<file path="src/rtl/dma_copy.sv">
// dma_copy: MMIO-configured memory-to-memory word copy engine and bus initiator.
// Define DMA_COPY_TIMEOUT_EN to abandon bus requests stalled for TIMEOUT_CYCLES.
module dma_copy #(
  parameter int TIMEOUT_CYCLES = 1024,
  parameter int LEN_WIDTH = 16
) (
  input  logic        clk,
  input  logic        reset,
  input  logic        cs,
  input  logic        we,
  input  logic [7:0]  address,
  input  logic [31:0] write_data,
  output logic [31:0] read_data,
  output logic        ready,
  output logic        mem_valid,
  output logic [31:0] mem_addr,
  output logic [31:0] mem_wdata,
  output logic [3:0]  mem_wstrb,
  input  logic [31:0] mem_rdata,
  input  logic        mem_ready,
  output logic        dma_busy
);
  typedef enum logic [2:0] {IDLE, RD_REQ, RD_GAP, WR_REQ, WR_GAP} state_t;
  state_t state, nstate;
  logic [31:0] src, dst, src_ptr, dst_ptr, rd_mux;
  logic [LEN_WIDTH-1:0] len, count;
  logic done, error, abort_q, tmo, idle, ctrl, start, abort, xfer, finished;
  assign idle = state == IDLE;
  assign ctrl = cs && we && address == 8'h08;
  assign start = ctrl && write_data[0] && idle;
  assign abort = ctrl && write_data[1] && !idle;
  assign xfer = mem_valid && mem_ready;
  assign dma_busy = !idle;
  assign finished = state == WR_GAP && count == '0;
`ifdef DMA_COPY_TIMEOUT_EN
  localparam int TW = $clog2(TIMEOUT_CYCLES + 1);
  logic [TW-1:0] tcnt;
  always_ff @(posedge clk or posedge reset)
    if (reset) tcnt <= '0;
    else tcnt <= !mem_valid || mem_ready ? '0 : tcnt + 1'b1;
  assign tmo = mem_valid && !mem_ready && tcnt == TW'(TIMEOUT_CYCLES - 1);
`else
  assign tmo = 1'b0;
`endif
  always_comb begin
    nstate = state;
    case (state)
      IDLE:    nstate = start && len != '0 ? RD_REQ : IDLE;
      RD_REQ:  nstate = tmo ? IDLE : xfer ? RD_GAP : RD_REQ;
      RD_GAP:  nstate = abort || abort_q ? IDLE : WR_REQ;
      WR_REQ:  nstate = tmo ? IDLE : xfer ? WR_GAP : WR_REQ;
      WR_GAP:  nstate = finished || abort || abort_q ? IDLE : RD_REQ;
      default: nstate = IDLE;
    endcase
  end
  // Bus outputs are registered from the next state so they are stable for the whole request
  always_ff @(posedge clk or posedge reset)
    if (reset) begin
      state <= IDLE;
      mem_valid <= 1'b0;
      mem_addr <= '0;
      mem_wdata <= '0;
      mem_wstrb <= '0;
      src_ptr <= '0;
      dst_ptr <= '0;
      count <= '0;
      done <= 1'b0;
      error <= 1'b0;
      abort_q <= 1'b0;
    end else begin
      state <= nstate;
      mem_valid <= nstate == RD_REQ || nstate == WR_REQ;
      mem_wstrb <= nstate == WR_REQ ? 4'hF : 4'h0;
      mem_addr <= nstate == RD_REQ ? (idle ? src : src_ptr) : nstate == WR_REQ ? dst_ptr : 32'h0;
      if (state == RD_REQ && xfer) mem_wdata <= mem_rdata;
      abort_q <= nstate != IDLE && (abort_q || abort);
      if (start) begin
        src_ptr <= src;
        dst_ptr <= dst;
        count <= len;
        done <= len == '0;
        error <= 1'b0;
      end else begin
        if (state == WR_REQ && xfer) begin
          src_ptr <= src_ptr + 32'd4;
          dst_ptr <= dst_ptr + 32'd4;
          count <= count - 1'b1;
        end
        if (!idle && nstate == IDLE) begin
          done <= finished;
          error <= !finished;
        end
      end
    end
  always_comb
    rd_mux = address == 8'h09 ? {29'b0, error, done, dma_busy} :
             address == 8'h10 ? src :
             address == 8'h11 ? dst :
             address == 8'h12 ? 32'(len) :
             address == 8'h13 ? 32'(count) : 32'h0;
  always_ff @(posedge clk or posedge reset)
    if (reset) begin
      ready <= 1'b0;
      read_data <= '0;
      src <= '0;
      dst <= '0;
      len <= '0;
    end else begin
      ready <= cs;
      read_data <= cs && !we ? rd_mux : 32'h0;
      if (cs && we && idle && address == 8'h10) src <= {write_data[31:2], 2'b00};
      if (cs && we && idle && address == 8'h11) dst <= {write_data[31:2], 2'b00};
      if (cs && we && idle && address == 8'h12) len <= write_data[LEN_WIDTH-1:0];
    end
endmodule

</file>
<file path="config.mk">
export PLATFORM = sky130hd
export DESIGN_NAME = dma_copy
export DESIGN_NICKNAME = d
export VERILOG_FILES = /design/src/rtl/dma_copy.sv
export SDC_FILE = /design/constraint.sdc
export NUM_CORES = 1
export LEC_CHECK = 0
export BUFFER_PORTS_ARGS = -buffer_cell sky130_fd_sc_hd__buf_2
export CAP_MARGIN = 20
export CORE_AREA = 2 2 204 206
export CTS_CLUSTER_DIAMETER = 80
export DETAILED_ROUTE_END_ITERATION = 8
export DIE_AREA = 0 0 206 208
export GPL_ROUTABILITY_DRIVEN = 1
export PLACE_DENSITY_LB_ADDON = 0.15
export SLEW_MARGIN = 20
export SYNTH_ARGS = -nofsm -noshare
export SYNTH_HDL_FRONTEND = slang
export SYNTH_SLANG_ARGS = --single-unit
</file>
<file path="constraint.sdc">
create_clock -name clk -period 13.3 [get_ports clk]
set_input_delay 1.33 -clock clk [delete_from_list [all_inputs] [get_ports clk]]
set_output_delay 1.33 -clock clk [all_outputs]
set_load 0.01 [all_outputs]
</file>
==> impl_metrics.toml <==
[die]
core_area_um2 = 40550
io_pins = 180
rows = 74
die-area_um2 = 42850
die_h_um = 208
die_w_um = 206
start_util_pct = 29.87

[synth]
synth_top_flop_cell = "dfrtp_1"
yosys_register_bits = 256
syn_area_um2 = 12120
yosys-top-cells-area = "dfrtp_1 53%, mux2_2 7.0%, nand2_1 6.4%"
ys_async_sr_fraction_pct = 100.0
yosys_warnings = 0
synth_largest_area_cell = "dfrtp_1"
yosys.area.top_type_share_pct = 52.88
synth_area_per_cell_um2 = 10.44
synth.distinct_cells = 66
synth_nets = 1241
synth_edf_count = 0
yosysMostFrequentCell = "dfrtp_1"
ys_seq_area_share_pct = 52.88
syn_inst = 1160
synth_common_cells = "256 x dfrtp_1, 205 x nand2_1, 99 x nor2_1"

[clock_tree]
clk_latency_ps = 560
cts_made_buffers = 30
max-clock-path-buffers = 3
cts_tree = "built"
clkSinkCount = 256
post_cts_buffers = 0
cts-root-buf = "clkbuf_16"
cts_resized = 0
ctsHtreeMaxLevel = 1
cts.clk_slew.worst_paths_ps = 60
ctsHoldBuffers = 0

[setup_path]
critical_path_class = "flop to flop"
r2r_end = "src_ptr[22]$_DFFE_PP0P_"
required_ps = 13710
worstSetupStartpoint = "state[1]$_DFF_PP0_"
worstPathCellList = "nor3_2 > buf_4 > and4_2 > buf_4 > nor2_1 > buf_4 > o311ai_0 > o311ai_0"
startpoint_type = "flop"
worst-path-max-fanout = 86
max_stage_delay_ps = 770
crit_arrival_ps = 4500
slowest_stage = "nor3_2"
endpoint_kind = "flop"
cp_num_buf_inv = 3
crit_top_cell = "buf_4"
crit_end = "src_ptr[22]$_DFFE_PP0P_"
crit_cells = 8
reg2reg_from = "state[1]$_DFF_PP0_"
reg2reg_slack_ps = 9220
crit_family = "buffers and inverters"
rr_worst_depth = 8

[global_routing]
grt_pass1_vias = 9698
grt-ovfl-total = 0
grt_max_degree = 121
grt_pass1_wl_um = 59330
antenna_found_initial = 0
grtUsageTotal_pct = 17.82

[route]
drt-initial-drc-count = 669
first_pass_iters = 5
drc_errors = 0
post_drt_wl_per_cell_um = 20.63
dr_total_vias = 9655
drtAntennaViolNets = 0
wirelength_um = 38520
via_per_inst = 5.171

[sta]
maxSlewViolCount = 0
finalHoldViolCount = 0
skew_ps = 10.40
rsz0062_at_grt = "no"
worst_pin_slew_ps = 1128
fmax_ghz = 0.2449
relSlewSlack_pct = 24.07
setup_violations = 0
min_period_ps = 4083
setup-tns-final_ps = 0
final.period_utilization_pct = 30.70

[finish]
final_util_pct = 35.80
drive_above_1_share_pct = 28.16
diodes = 0
synthToLayoutAreaGrowth_pct = 19.84
nNetsFinal = 1394

[pwr]
leakagePower_uw = 0.006888
p_per_area_nw_per_um2 = 160.1
peakVddDrop_mv = 0.06967

[worst_hold_path]
hold_depth = 1
hold_path.class = "flop to flop"
min_from = "mem_wdata[31]$_DFFE_PP0P_"

[place]
placement.io_buffers = 179
gp_congestion = 0.8001
hpwl_um = 25880

[outcome]
status = "complete, no violations"

[run]
cap_violations = 0
==> power breakdown <==
| part | switching (µW) | internal (µW) |
|---|---|---|
| Combinational | 346 | 197 |
| Clock | 331 | 495 |
| Sequential | 81.0 | 875 |
==> cells by family after synthesis <==
| family | Yosys count | share of synthesized area, % |
|---|---|---|
| other | 1 | 0.03095 |
| AO/OA/AOI/OAI | 214 | 12.12 |
| adder cells (fa/ha/maj) | 4 | 0.4131 |
| XOR/XNOR | 21 | 1.518 |
| buffers and inverters | 90 | 3.253 |
| multiplexers | 124 | 12.39 |
| flip-flops | 256 | 52.88 |
| AND/OR/NAND/NOR | 450 | 17.39 |
==> how the worst min path moves through the flow <==
stage	to
3_3_place_gp	mem_wdata[19]$_DFFE_PP0P_
3_5_place_dp	mem_wdata[16]$_DFFE_PP0P_
6_report	mem_wdata[31]$_DFFE_PP0P_
2_1_floorplan	dst_ptr[10]$_DFFE_PP0P_
4_1_cts	mem_wdata[16]$_DFFE_PP0P_
5_1_grt	mem_wdata[12]$_DFFE_PP0P_
==> registers in the layout, indices dropped and copies added, names as in the netlist, 3 cells and up <==
register   cells
src_ptr       30
read_data     32
dst_ptr       30
dst           30
count         16
len           16
mem_addr      31
state          3
mem_wdata     32
src           30
==> worst reg2reg max path: cells and delay by family, from the launching register on <==
| family | cells | cell delay, ps |
|---|---|---|
| buffers and inverters | 3 | 1530 |
| AND/OR/NAND/NOR | 3 | 1410 |
| AO/OA/AOI/OAI | 2 | 520 |
| flip-flops | 1 | 470 |
==> stage by stage <==
| step | total power [µW] | instances | hold slack (ps) | worst slack (ps) | instance area, µm² |
|---|---|---|---|---|---|
| after floorplan | 1287 | 1160 | 466.3 | 4928 | 12120 |
| after global placement | 1502 | 1812 | 483.2 | 8633 | 13500 |
| after detailed placement | 1506 | 1812 | 490.1 | 8614 | 13500 |
| after CTS | 2345 | 1866 | 504.4 | 9173 | 14490 |
| after global routing | 2460 | 1867 | 519.2 | 8887 | 14520 |
| final | 2325 | 1867 | 502.0 | 9217 | 14520 |
==> routing by layer <==
metal / global-route usage, % / part of all wire, % / up-vias / wire (µm)
li1: - / - / 4471 / -
met1: 26.26 / 48 / 4865 / 18370
met2: 27.39 / 45 / 277 / 17340
met3: 2.585 / 5.6 / 42 / 2166
met4: 4.335 / 1.7 / 0 / 641
met5: 0 / 0 / - / 0
==> placed cells by master (no fill, tap or decap), drive strengths merged, types with 7 or more instances in the layout <==
| cell | count |
|---|---|
| dfrtp | 256 |
| nand2 | 205 |
| buf | 196 |
| mux2 | 108 |
| nor2 | 99 |
| o21ai | 59 |
| a22oi | 53 |
| clkbuf | 43 |
| nand3 | 31 |
| nand4 | 23 |
| a21oi | 20 |
| nor4 | 20 |
| o311ai | 18 |
| xor2 | 15 |
| mux2i | 15 |
| inv | 14 |
| o221ai | 13 |
| o211ai | 12 |
| and3 | 12 |
| a31oi | 12 |
| nor3 | 10 |
| clkinv | 9 |
| a221o | 8 |
| or4 | 7 |
| or3 | 7 |
==> area by class of cell <==
class / instances / area [µm²]
flip-flops and latches: 256 / 6406
multi-input cells: 814 / 5351
inverters: 15 / 63.81
repair buffers: 196 / 1044
clock buffers: 43 / 880.8
well taps: 532 / 665.6
fillers: 4106 / 26040
clock inverters: 11 / 107.6
No activity file was read; power rests on OpenSTA's default activity.
